==> src/rtl/quote_generator.sv <==
// Turns Q32.32 reference prices into floor/ceil-rounded, clamped integer bid/ask quotes with
// latest-wins buffering and a minimum inter-quote gap. Define QUOTE_SUPPRESS_EN to drop repeat quotes.
module quote_generator #(
    parameter int FP_WORD_SIZE   = 64,
    parameter int DATA_WIDTH     = 32,
    parameter int MIN_GAP_CYCLES = 4,
    parameter int DROP_CNT_WIDTH = 16
) (
    input  logic                      i_clk,
    input  logic                      i_reset_n,
    input  logic [FP_WORD_SIZE-1:0]   i_ref_price,
    input  logic                      i_ref_valid,
    input  logic [FP_WORD_SIZE-1:0]   i_half_spread,
    output logic [DATA_WIDTH-1:0]     o_bid_price,
    output logic [DATA_WIDTH-1:0]     o_ask_price,
    output logic                      o_quote_valid,
    input  logic                      i_quote_ready,
    output logic                      o_busy,
    output logic [DROP_CNT_WIDTH-1:0] o_drop_cnt
);

    localparam int FRAC_W = FP_WORD_SIZE / 2;
    localparam int EXT_W  = FP_WORD_SIZE + 2;
    localparam int INT_W  = EXT_W - FRAC_W;
    localparam int GAP_W  = (MIN_GAP_CYCLES > 0) ? $clog2(MIN_GAP_CYCLES + 1) : 1;
    localparam logic [GAP_W-1:0]      GAP_MAX = GAP_W'(MIN_GAP_CYCLES);
    localparam logic [DATA_WIDTH-1:0] Q_MAX   = '1;

    typedef enum logic [2:0] {
        S_IDLE,
        S_CALC1,
        S_CALC2,
        S_WAIT_GAP,
        S_OFFER
    } state_t;

    state_t                    state_q, state_d;
    logic [FP_WORD_SIZE-1:0]   ref_q, ref_d, hs_q, hs_d;
    logic [EXT_W-1:0]          lo_q, lo_d, hi_q, hi_d;
    logic [DATA_WIDTH-1:0]     bid_q, bid_d, ask_q, ask_d;
    logic                      pend_valid_q, pend_valid_d;
    logic [FP_WORD_SIZE-1:0]   pend_ref_q, pend_ref_d, pend_hs_q, pend_hs_d;
    logic [DROP_CNT_WIDTH-1:0] drop_cnt_q, drop_cnt_d;
    logic [GAP_W-1:0]          gap_cnt_q, gap_cnt_d;
`ifdef QUOTE_SUPPRESS_EN
    logic [DATA_WIDTH-1:0]     last_bid_q, last_bid_d, last_ask_q, last_ask_d;
    logic                      have_last_q, have_last_d;
`endif

    logic [EXT_W-1:0]          ext_ref, ext_hs;
    logic [INT_W-1:0]          lo_int, hi_ceil;
    logic [DATA_WIDTH-1:0]     bid_clamp, ask_clamp, bid_new, ask_new;
    logic                      lo_frac_unused;

    // Sign-extended price, zero-extended half-spread: 66 bits cannot overflow.
    assign ext_ref        = {{2{ref_q[FP_WORD_SIZE-1]}}, ref_q};
    assign ext_hs         = {2'b00, hs_q};
    assign lo_frac_unused = ^lo_q[FRAC_W-1:0];

    function automatic logic [DATA_WIDTH-1:0] clamp_int(input logic [INT_W-1:0] v);
        if (v[INT_W-1]) begin
            return '0;
        end else if (|v[INT_W-2:DATA_WIDTH]) begin
            return Q_MAX;
        end else begin
            return v[DATA_WIDTH-1:0];
        end
    endfunction

    always_comb begin
        lo_int    = lo_q[EXT_W-1:FRAC_W];
        hi_ceil   = hi_q[EXT_W-1:FRAC_W] + INT_W'(|hi_q[FRAC_W-1:0]);
        bid_clamp = clamp_int(lo_int);
        ask_clamp = clamp_int(hi_ceil);
        bid_new   = bid_clamp;
        ask_new   = ask_clamp;
        if (ask_clamp <= bid_clamp) begin
            if (bid_clamp == Q_MAX) begin
                bid_new = Q_MAX - DATA_WIDTH'(1);
                ask_new = Q_MAX;
            end else begin
                ask_new = bid_clamp + DATA_WIDTH'(1);
            end
        end
    end

    always_comb begin
        state_d      = state_q;
        ref_d        = ref_q;
        hs_d         = hs_q;
        lo_d         = lo_q;
        hi_d         = hi_q;
        bid_d        = bid_q;
        ask_d        = ask_q;
        pend_valid_d = pend_valid_q;
        pend_ref_d   = pend_ref_q;
        pend_hs_d    = pend_hs_q;
        drop_cnt_d   = drop_cnt_q;
        gap_cnt_d    = (gap_cnt_q >= GAP_MAX) ? GAP_MAX : gap_cnt_q + GAP_W'(1);
`ifdef QUOTE_SUPPRESS_EN
        last_bid_d   = last_bid_q;
        last_ask_d   = last_ask_q;
        have_last_d  = have_last_q;
`endif

        // Updates arriving mid-quote park in the pending slot; overwriting a full slot is a drop.
        if (state_q != S_IDLE && i_ref_valid) begin
            pend_valid_d = 1'b1;
            pend_ref_d   = i_ref_price;
            pend_hs_d    = i_half_spread;
            if (pend_valid_q && drop_cnt_q != '1) begin
                drop_cnt_d = drop_cnt_q + DROP_CNT_WIDTH'(1);
            end
        end

        unique case (state_q)
            S_IDLE: begin
                if (pend_valid_q) begin
                    ref_d        = pend_ref_q;
                    hs_d         = pend_hs_q;
                    pend_valid_d = i_ref_valid;
                    if (i_ref_valid) begin
                        pend_ref_d = i_ref_price;
                        pend_hs_d  = i_half_spread;
                    end
                    state_d = S_CALC1;
                end else if (i_ref_valid) begin
                    ref_d   = i_ref_price;
                    hs_d    = i_half_spread;
                    state_d = S_CALC1;
                end
            end
            S_CALC1: begin
                lo_d    = ext_ref - ext_hs;
                hi_d    = ext_ref + ext_hs;
                state_d = S_CALC2;
            end
            S_CALC2: begin
                bid_d   = bid_new;
                ask_d   = ask_new;
                state_d = (gap_cnt_q >= GAP_MAX) ? S_OFFER : S_WAIT_GAP;
`ifdef QUOTE_SUPPRESS_EN
                if (have_last_q && bid_new == last_bid_q && ask_new == last_ask_q) begin
                    state_d = S_IDLE;
                end
`endif
            end
            S_WAIT_GAP: begin
                if (gap_cnt_q >= GAP_MAX) begin
                    state_d = S_OFFER;
                end
            end
            S_OFFER: begin
                if (i_quote_ready) begin
                    gap_cnt_d = '0;
`ifdef QUOTE_SUPPRESS_EN
                    last_bid_d  = bid_q;
                    last_ask_d  = ask_q;
                    have_last_d = 1'b1;
`endif
                    state_d = S_IDLE;
                end
            end
            default: state_d = S_IDLE;
        endcase
    end

    always_ff @(posedge i_clk) begin
        if (!i_reset_n) begin
            state_q      <= S_IDLE;
            ref_q        <= '0;
            hs_q         <= '0;
            lo_q         <= '0;
            hi_q         <= '0;
            bid_q        <= '0;
            ask_q        <= '0;
            pend_valid_q <= 1'b0;
            pend_ref_q   <= '0;
            pend_hs_q    <= '0;
            drop_cnt_q   <= '0;
            gap_cnt_q    <= GAP_MAX;
`ifdef QUOTE_SUPPRESS_EN
            last_bid_q   <= '0;
            last_ask_q   <= '0;
            have_last_q  <= 1'b0;
`endif
        end else begin
            state_q      <= state_d;
            ref_q        <= ref_d;
            hs_q         <= hs_d;
            lo_q         <= lo_d;
            hi_q         <= hi_d;
            bid_q        <= bid_d;
            ask_q        <= ask_d;
            pend_valid_q <= pend_valid_d;
            pend_ref_q   <= pend_ref_d;
            pend_hs_q    <= pend_hs_d;
            drop_cnt_q   <= drop_cnt_d;
            gap_cnt_q    <= gap_cnt_d;
`ifdef QUOTE_SUPPRESS_EN
            last_bid_q   <= last_bid_d;
            last_ask_q   <= last_ask_d;
            have_last_q  <= have_last_d;
`endif
        end
    end

    assign o_bid_price   = bid_q;
    assign o_ask_price   = ask_q;
    assign o_quote_valid = (state_q == S_OFFER);
    assign o_busy        = (state_q != S_IDLE);
    assign o_drop_cnt    = drop_cnt_q;

endmodule

==> config.mk <==
export PLATFORM = sky130hd
export DESIGN_NAME = quote_generator
export DESIGN_NICKNAME = d
export VERILOG_FILES = /design/src/rtl/quote_generator.sv
export SDC_FILE = /design/constraint.sdc
export NUM_CORES = 1
export LEC_CHECK = 0
export ABC_CLOCK_PERIOD_IN_PS = 6350
export BUFFER_PORTS_ARGS = -buffer_cell sky130_fd_sc_hd__buf_4
export CELL_PAD_IN_SITES_DETAIL_PLACEMENT = 0
export CELL_PAD_IN_SITES_GLOBAL_PLACEMENT = 1
export CORE_MARGIN = 2
export CORE_UTILIZATION = 46
export DETAILED_ROUTE_END_ITERATION = 10
export PLACE_DENSITY = 0.92
export SKIP_CTS_REPAIR_TIMING = 1
export SLEW_MARGIN = 20
export SYNTH_ARGS = -nofsm -noshare
export SYNTH_HDL_FRONTEND = slang
export SYNTH_SLANG_ARGS = --single-unit
==> constraint.sdc <==
create_clock -name i_clk -period 6.35 [get_ports i_clk]
set_input_delay 0.9525 -clock i_clk [delete_from_list [all_inputs] [get_ports i_clk]]
set_output_delay 0.9525 -clock i_clk [all_outputs]
set_load 0.1 [all_outputs]
==> results_dict.tcl, run 1 <==
set metrics [dict create \
    critical-path-max-stage-delay_ns 0.39 \
    yosysWarnings 0 \
    worst_slack_ns 0.793 \
    yosysSeqAreaShare 0.335 \
    initial_utilization 0.467 \
    ff2ff_path_depth 23 \
    worst_setup_path_end_kind "flop" \
    cp_slowest_cell "sky130_fd_sc_hd__buf_4" \
    post_dr_vias_cell 5.64 \
    nNetsFinal 3724 \
    fillers 5544 \
    outcome "completed" \
    die_outline_area_mm2 0.0594 \
    dominantRegCellSynth "sky130_fd_sc_hd__dfxtp_1" \
    crit_top_cell "sky130_fd_sc_hd__ha_1" \
    reg2reg_to "o_ask_price[30]" \
    globalplace.congestion 0.945 \
    setup_repair_after_global_routing_missed_its_margin "no" \
    antenna_violations_before_repair 0 \
    type_of_the_most_critical_hold_path "reg -> reg" \
    setup.reg_to_reg.worst_slack_ns 0.79 \
    dpl-instance-area_mm2 0.0283 \
    grt_pass1_vias 21744 \
    clockRootBuffer "sky130_fd_sc_hd__clkbuf_16" \
    drtPass1Iterations 5 \
    yosys-top-cells-count "sky130_fd_sc_hd__dfxtp_1, sky130_fd_sc_hd__nand2_1, sky130_fd_sc_hd__a21oi_1" \
    syn2layout_area_growth_pct 13.2 \
    grt_first_pass_wirelength_mm 118 \
    number_of_maximum_capacitance_violations 0 \
    period_minus_slack_ns 5.56 \
    power.ir.vdd_worst_uv 255 \
    grt_usage 0.241 \
    clock_path_buffers 3 \
    worst-path-max-fanout 26 \
    timing.slew.headroom 0.295 \
    dr.first_iter.drc_count 1711 \
    coreArea_mm2 0.0566 \
    worst-slew-pin-transition_ns 1.06 \
    synth_nets 3671 \
    synth-edff-count 0 \
    final-setup-viol-count 0 \
    hold_critical_path_depth 2 \
    diodes 0 \
    synth.cell_area_mm2 0.0264 \
    port_buffers 213 \
    power.density_cell_area_mw_per_mm2 377 \
    r2r-start "hi_q[0]" \
    design_area_mm2 0.0299 \
    synth_cell_types 90 \
    timing.final.hold_violations 0 \
    clock_latency_of_the_later_clocked_register_in_the_worst_skew_pair_ns 0.60 \
    syn-mean-instance-area_um2 7.84 \
    crit_chain "nor4_1 > nand4_1 > or2_2 > ha_1 > ha_1 > nand3_1 > nor4_4 > and3_1 > nand4_1 > xor2_2 > buf_4 > a21oi_1 > ha_1 > nor2b_1 > o21a_1 > o21ai_0 > a21oi_1 > o31a_1 > o21ai_0 > a21oi_2 > buf_4 > a211o_1 > a311oi_1" \
    grt_start_max_net_pins 241 \
    cp-start-kind "flop" \
    clock_skew_ns 0.0142 \
    clk_transition_reported_paths_ns 0.06 \
    proportion_of_netlist_area_held_by_the_largest_area_contributor 0.335 \
    synth_area_leaders "sky130_fd_sc_hd__dfxtp_1, sky130_fd_sc_hd__ha_1, sky130_fd_sc_hd__a21oi_1, sky130_fd_sc_hd__nand2_1, sky130_fd_sc_hd__a211oi_1" \
    rows 87 \
    cts-htree-levels 2 \
    grt_overflow_total 0 \
    setup_tns_final_ns 0 \
    tritoncts_clock_tree "done" \
    cp_data_arrival_time_ns 6.06 \
    pre_cts_setup_slack_ns 0.752 \
    clock_sink_count 443 \
    layout.core_utilization 0.529 \
    total_leakage_power_uw 0.0115 \
    final.period_utilization 0.875 \
    final_layout_size_suffix_gt1_frac 0.114 \
    vias 23791 \
    crit_type "reg -> reg" \
    max_slew_violation_total_from_the_final_report 0 \
    critPathRequiredTime_ns 6.85 \
    maxClockFrequency_ghz 0.180 \
    synthCells 3371 \
    dp.final_hpwl_mm 53.9 \
    post_drt_wl_per_cell_um 17.7 \
    detail_route.drc_violations 0 \
    cts_buffers 49 \
    boundaryPins 214 \
    floorplan.die.height_um 244 \
    finalWirelength_mm 74.6 \
    synth_most_common_cell "sky130_fd_sc_hd__dfxtp_1" \
    synth.largest_area_cell "sky130_fd_sc_hd__dfxtp_1" \
    synth.ff_latch_count 443 \
    fin_total_pwr_uw 11300 \
    async_flop_share 0 \
    antenna_left 0 \
    die-width_um 244 \
]
-- cell type report --
class	count	area (µm²)	area share
flip-flops and latches	443	8870	0.297
inverters	144	548	0.0183
clock buffers	74	1420	0.0475
multi-input cells	2552	16200	0.540
repair buffers	234	1810	0.0604
clock inverters	15	166	0.00556
well taps	756	946	0.0316
-- placed cells by master (no fill, tap or decap), drive strengths merged, types with 28 or more instances in the layout --
| master | Yosys | routed |
|---|---|---|
| inv | 141 | 144 |
| nor2 | 364 | 364 |
| buf | 40 | 234 |
| nand3 | 48 | 48 |
| nor4 | 42 | 42 |
| dfxtp | 443 | 443 |
| nor3 | 28 | 28 |
| clkbuf | 192 | 74 |
| xor2 | 42 | 42 |
| o21bai | 71 | 71 |
| mux2i | 134 | 134 |
| o21ai | 178 | 178 |
| xnor2 | 109 | 109 |
| a211oi | 197 | 197 |
| nand4 | 43 | 43 |
| a21o | 32 | 32 |
| ha | 167 | 167 |
| a21oi | 411 | 411 |
| nand2 | 411 | 411 |
-- logic make-up after synthesis --
logic type               Yosys count  share of synthesized area
buffers and inverters            376                     0.0555
AO/OA/AOI/OAI                   1044                      0.252
multiplexers                     135                     0.0512
XOR/XNOR                         151                     0.0500
AND/OR/NAND/NOR                 1054                      0.176
flip-flops                       443                      0.335
adder cells (fa/ha/maj)          168                     0.0798
-- through the flow --
step	cells	hold slack [ns]
finish	4218	0.451
global route	4218	0.468
CTS	4218	0.454
detailed placement	4129	0.446
global placement	4129	0.441
floorplan	3371	0.429
-- worst max-delay path by stage --
stage	start	end	slack [ns]	cells past startpoint
floorplan	hi_q[25]	o_ask_price[14]	1.40	23
finish	hi_q[0]	o_ask_price[30]	0.79	23
detailed placement	hi_q[0]	o_ask_price[30]	0.75	23
global placement	hi_q[0]	o_ask_price[30]	0.83	23
CTS	hi_q[0]	o_ask_price[30]	0.75	23
global route	hi_q[0]	o_ask_price[30]	0.38	22
-- worst max-delay path: cells and delay by family, from the launching register on --
| kind | cells | cell delay (ns) |
|---|---|---|
| fa+ha+maj | 3 | 0.73 |
| flops | 1 | 0.31 |
| xor+xnor | 1 | 0.31 |
| buf+inv | 2 | 0.66 |
| simple gates | 8 | 1.62 |
| compound gates | 9 | 1.81 |
-- power breakdown --
group | internal (µW) | switching [µW] | leakage, µW | total (µW)
combinational | 1670 | 3230 | 0.00706 | 4910
sequential | 3180 | 339 | 0.00363 | 3520
clock | 1660 | 1180 | 0.000773 | 2850
total | 6520 | 4760 | 0.0115 | 11300
-- metal layers --
layer  track usage  part of all wire
met5             0                 0
met1         0.339              0.47
met3        0.0264             0.050
met4        0.0669             0.023
met2         0.391              0.46
(Power assumes the default switching activity.)
==> run 2, diff against run 1 <==
CORE_ASPECT_RATIO = 1.2   (was default)
==> results_dict.tcl, run 2 (synthesis results as in run 1) <==
set metrics [dict create \
    final.period_utilization 0.883 \
    cts-htree-levels 2 \
    worst_setup_path_end_kind "flop" \
    multi_input_comb_area_mm2 0.0162 \
    crit_chain "nor4_1 > nand4_1 > or2_2 > ha_1 > ha_1 > nand3_1 > nor4_4 > and3_1 > nand4_1 > xor2_2 > buf_4 > a21oi_1 > ha_1 > nor2b_1 > o21a_1 > o21ai_0 > a21oi_1 > o31a_1 > o21ai_0 > a21oi_2 > buf_4 > a211o_1 > a311oi_1" \
    globalplace.congestion 0.942 \
    grt_pass1_vias 22078 \
    clock_path_buffers 3 \
    die_outline_area_mm2 0.0594 \
    grt_start_max_net_pins 237 \
    die-width_um 223 \
    dp.final_hpwl_mm 54.8 \
    fin_cells 4191 \
    diodes 0 \
    grt_usage 0.241 \
    maxClockFrequency_ghz 0.178 \
    fin_total_pwr_uw 11100 \
    cp_data_arrival_time_ns 6.11 \
    critical-path-max-stage-delay_ns 0.39 \
    total_leakage_power_uw 0.0114 \
    power.ir.vdd_worst_uv 236 \
    rows 96 \
    coreArea_mm2 0.0571 \
    clock_skew_ns 0.0165 \
    setup_tns_final_ns 0 \
    crit_type "reg -> reg" \
    timing.final.hold_violations 0 \
    vias 23799 \
    clock_sink_count 443 \
    power.density_cell_area_mw_per_mm2 373 \
    finalWirelength_mm 74.3 \
    cts_buffers 47 \
    detail_route.drc_violations 0 \
    place_inst 4109 \
    initial_utilization 0.463 \
    setup_repair_after_global_routing_missed_its_margin "no" \
    type_of_the_most_critical_hold_path "reg -> reg" \
    worst-slew-pin-transition_ns 1.12 \
    most-common-layout-cells "sky130_fd_sc_hd__dfxtp_1, sky130_fd_sc_hd__nand2_1, sky130_fd_sc_hd__a21oi_1, sky130_fd_sc_hd__nor2_1, sky130_fd_sc_hd__buf_4" \
    sequential_cell_area_mm2 0.00887 \
    critPathLaunch "hi_q[7]" \
    floorplan.die.height_um 267 \
    boundaryPins 214 \
    drtPass1Iterations 5 \
    tritoncts_clock_tree "done" \
    layout_commonest_cell "sky130_fd_sc_hd__dfxtp_1" \
    worst-path-max-fanout 25 \
    max_slew_violation_total_from_the_final_report 0 \
    critPathRequiredTime_ns 6.85 \
    cp_slowest_cell "sky130_fd_sc_hd__buf_4" \
    antenna_left 0 \
    clockRootBuffer "sky130_fd_sc_hd__clkbuf_16" \
    grt_first_pass_wirelength_mm 118 \
    post_dr_vias_cell 5.68 \
    crit_top_cell "sky130_fd_sc_hd__ha_1" \
    timing.slew.headroom 0.253 \
    clock_latency_of_the_later_clocked_register_in_the_worst_skew_pair_ns 0.59 \
    port_buffers 213 \
    final_layout_size_suffix_gt1_frac 0.114 \
    fillers 5580 \
    final-setup-viol-count 0 \
    number_of_maximum_capacitance_violations 0 \
    syn2layout_area_growth_pct 12.7 \
    outcome "completed" \
    nNetsFinal 3723 \
    post_drt_wl_per_cell_um 17.7 \
    antenna_violations_before_repair 0 \
    cp-start-kind "flop" \
    grt_overflow_total 0 \
    r2r-start "hi_q[7]" \
    period_minus_slack_ns 5.61 \
    dr.first_iter.drc_count 1676 \
    clk_transition_reported_paths_ns 0.06 \
]
[run 2: cell types whose count changed in the layout (fill, tap and decap cells not counted)]
cell,previous run,this run
sky130_fd_sc_hd__buf_12,4,3
sky130_fd_sc_hd__buf_4,230,232
sky130_fd_sc_hd__bufinv_16,3,1
sky130_fd_sc_hd__clkbuf_1,15,9
sky130_fd_sc_hd__clkbuf_16,49,48
sky130_fd_sc_hd__clkinv_2,6,7
sky130_fd_sc_hd__clkinv_4,0,1
sky130_fd_sc_hd__clkinvlp_4,3,2
sky130_fd_sc_hd__inv_4,1,0
sky130_fd_sc_hd__inv_6,2,4
[run 2: area by class of cell]
cell class	count	area share
clock inverter	15	0.00416
multi-input combinational	2552	0.542
inverter	144	0.0184
clock buffer	67	0.0460
tap	735	0.0309
sequential	443	0.298
timing repair buffer	235	0.0604
[run 2: worst paths after layout]
check	slack (ns)	cells after the start	to
max reg2reg	0.74	23	o_ask_price[30]
max	0.74	23	o_ask_price[30]
min	0.45	2	flop
min reg2reg	0.45	2	flop
[run 2: critical path: cells and delay by family, from the launching register on]
kind	cells	cell delay [ns]
AOI/OAI and AO/OA	9	1.81
and+or+nand+nor	8	1.60
adders and majority gates	3	0.77
buffers and inverters	2	0.66
xor gates and xnor gates	1	0.35
DFF	1	0.31
[run 2: metal layers]
layer  GRT usage  vias to the layer above  part of all wire
li1            -                    12032                 -
met4      0.0707                        0             0.027
met3      0.0268                      112             0.039
met2       0.427                      579              0.49
met5           0                        -                 0
met1       0.307                    11076              0.44
[run 2: power breakdown]
group	internal [µW]	switching, µW
combinational	1670	3230
sequential	3180	348
clock	1540	1150
[run 2: through the flow]
stage / instance area (µm²) / hold WS, ns / utilization / worst slack (ns)
2_1_floorplan: 26400 / 0.429 / - / 1.40
3_3_place_gp: 28300 / 0.441 / 0.496 / 0.759
3_5_place_dp: 28300 / 0.446 / 0.496 / 0.737
4_1_cts: 29800 / 0.454 / 0.522 / 0.714
5_1_grt: 29800 / 0.466 / 0.522 / 0.376
6_report: 29800 / 0.451 / 0.522 / 0.741
==> run 3, diff against run 2 <==
ABC_CLOCK_PERIOD_IN_PS = 6250   (was 6350)
clock period = 6.25 ns   (was 6.35 ns; I/O delays follow)
==> results_dict.tcl, run 3 (synthesis results as in run 1) <==
set metrics [dict create \
    outcome "completed" \
    setup_tns_final_ns 0 \
    grt_usage 0.245 \
    max_slew_violation_total_from_the_final_report 0 \
    grt_start_max_net_pins 144 \
    cp_data_arrival_time_ns 6.17 \
    nNetsFinal 3723 \
    rows 96 \
    p_clk_frac 0.254 \
    worst-slew-pin-transition_ns 0.993 \
    grt_pass1_vias 22402 \
    cp-start-kind "flop" \
    reg2reg_to "o_ask_price[8]" \
    power.density_cell_area_mw_per_mm2 384 \
    boundaryPins 214 \
    worst_setup_path_end_kind "flop" \
    most-common-layout-cells "sky130_fd_sc_hd__dfxtp_1, sky130_fd_sc_hd__nand2_1, sky130_fd_sc_hd__a21oi_1, sky130_fd_sc_hd__nor2_1, sky130_fd_sc_hd__buf_4" \
    switching_power_uw 4840 \
    port_buffers 213 \
    post_drt_wl_per_cell_um 17.8 \
    die-width_um 223 \
    maxClockFrequency_ghz 0.175 \
    initial_utilization 0.463 \
    cts-htree-levels 2 \
    worst-path-max-fanout 25 \
    period_minus_slack_ns 5.72 \
    clock_latency_of_the_later_clocked_register_in_the_worst_skew_pair_ns 0.60 \
    antenna_violations_before_repair 1 \
    power.ir.vdd_worst_uv 222 \
    post_dr_vias_cell 5.63 \
    clk_transition_reported_paths_ns 0.06 \
    clock_sink_count 443 \
    critPathRequiredTime_ns 6.70 \
    number_of_maximum_capacitance_violations 0 \
    place_inst 4109 \
    setup.reg_to_reg.worst_slack_ns 0.53 \
    drtPass1Iterations 5 \
    p_int_uw 6650 \
    vias 23635 \
    clock_path_buffers 3 \
    hold_critical_path_depth 2 \
    final.period_utilization 0.916 \
    design_area_mm2 0.0299 \
    layout_commonest_cell "sky130_fd_sc_hd__dfxtp_1" \
    power_frac_comb 0.434 \
    power_frac_seq 0.312 \
    crit_type "reg -> reg" \
    globalplace.congestion 0.939 \
    fin_cells 4197 \
    coreArea_mm2 0.0571 \
    floorplan.die.height_um 267 \
    type_of_the_most_critical_hold_path "reg -> reg" \
    cts_buffers 47 \
    dp.final_hpwl_mm 54.7 \
    switching_part_of_the_total_power 0.421 \
    grt_first_pass_wirelength_mm 120 \
    dr.first_iter.drc_count 1496 \
    timing.final.hold_violations 0 \
    clockRootBuffer "sky130_fd_sc_hd__clkbuf_16" \
    setup_repair_after_global_routing_missed_its_margin "no" \
    antenna_left 0 \
    final_layout_size_suffix_gt1_frac 0.114 \
    total_leakage_power_uw 0.0115 \
    detail_route.drc_violations 0 \
    finalWirelength_mm 74.6 \
    final-setup-viol-count 0 \
    clock_skew_ns 0.0191 \
    timing.slew.headroom 0.338 \
    grt_overflow_total 0 \
    ff2ff_path_depth 23 \
    die_outline_area_mm2 0.0594 \
    dpl-instance-area_mm2 0.0283 \
    tritoncts_clock_tree "done" \
    syn2layout_area_growth_pct 13.2 \
    r2r-start "hi_q[0]" \
]
[run 3: cell types whose count changed in the layout (fill, tap and decap cells not counted), moves of 2 or more]
cell                        before  now
sky130_fd_sc_hd__buf_12          3    5
sky130_fd_sc_hd__bufinv_16       1    5
sky130_fd_sc_hd__clkbuf_1        9   12
sky130_fd_sc_hd__buf_4         232  230
[run 3: cell type report]
| cell class | count | area, µm² |
|---|---|---|
| Antenna cell | 1 | 2.50 |
| Multi-Input combinational cell | 2552 | 16200 |
| Sequential cell | 443 | 8870 |
| Tap cell | 735 | 920 |
| Inverter | 144 | 548 |
| Timing Repair Buffer | 235 | 1830 |
| Clock inverter | 18 | 239 |
| Clock buffer | 69 | 1360 |
| Fill cell | 5591 | 27100 |
[run 3: per-layer routing]
layer	wire, µm	GRT usage	up-vias	share of wire
li1	-	-	12037	-
met1	32900	0.312	10942	0.44
met2	36300	0.429	524	0.49
met3	2910	0.0308	132	0.039
met4	2390	0.0822	0	0.032
met5	0	0	-	0
[run 3: power groups by stage]
stage	clock (µW)	sequential, µW	combinational, µW
floorplan	0	3910	3360
global placement	0	3630	4920
detailed placement	0	3650	4920
CTS	2980	3590	4940
global route	3110	3650	5470
finish	2920	3590	4980
[run 3: through the flow]
stage	hold slack (ns)	utilization	total power (µW)	worst slack, ns
after global routing	0.468	0.525	12200	0.101
after global placement	0.441	0.497	8560	0.607
after CTS	0.454	0.525	11500	0.530
final	0.453	0.525	11500	0.528
after floorplan	0.429	-	7270	1.30
after detailed placement	0.446	0.497	8570	0.560
[run 3: worst max-delay path: stages (launching register included)]
cell and delay [ns]:
sky130_fd_sc_hd__dfxtp_1 0.31, sky130_fd_sc_hd__nor4_1 0.33, sky130_fd_sc_hd__nand4_1 0.21, sky130_fd_sc_hd__or2_2 0.33, sky130_fd_sc_hd__ha_1 0.24, sky130_fd_sc_hd__ha_1 0.22, sky130_fd_sc_hd__nand3_1 0.21, sky130_fd_sc_hd__nor4_4 0.09
sky130_fd_sc_hd__and3_1 0.20, sky130_fd_sc_hd__nand4_1 0.12, sky130_fd_sc_hd__xor2_2 0.34, sky130_fd_sc_hd__buf_4 0.40, sky130_fd_sc_hd__a21oi_1 0.16, sky130_fd_sc_hd__ha_1 0.30, sky130_fd_sc_hd__nor2b_1 0.13, sky130_fd_sc_hd__o21a_1 0.17
sky130_fd_sc_hd__o21ai_0 0.15, sky130_fd_sc_hd__a21oi_1 0.09, sky130_fd_sc_hd__o31a_1 0.27, sky130_fd_sc_hd__o21ai_0 0.28, sky130_fd_sc_hd__a21oi_2 0.21, sky130_fd_sc_hd__buf_4 0.27, sky130_fd_sc_hd__o311ai_0 0.40, sky130_fd_sc_hd__a21oi_1 0.11
[run 3: worst max path at each step]
| stage | endpoint | slack (ns) | from |
|---|---|---|---|
| after global placement | o_ask_price[30] | 0.61 | hi_q[0] |
| after global routing | o_ask_price[8] | 0.10 | hi_q[0] |
| final | o_ask_price[8] | 0.53 | hi_q[0] |
| after detailed placement | o_ask_price[8] | 0.56 | hi_q[7] |
| after floorplan | o_ask_price[14] | 1.30 | hi_q[25] |
| after CTS | o_ask_price[8] | 0.53 | hi_q[7] |
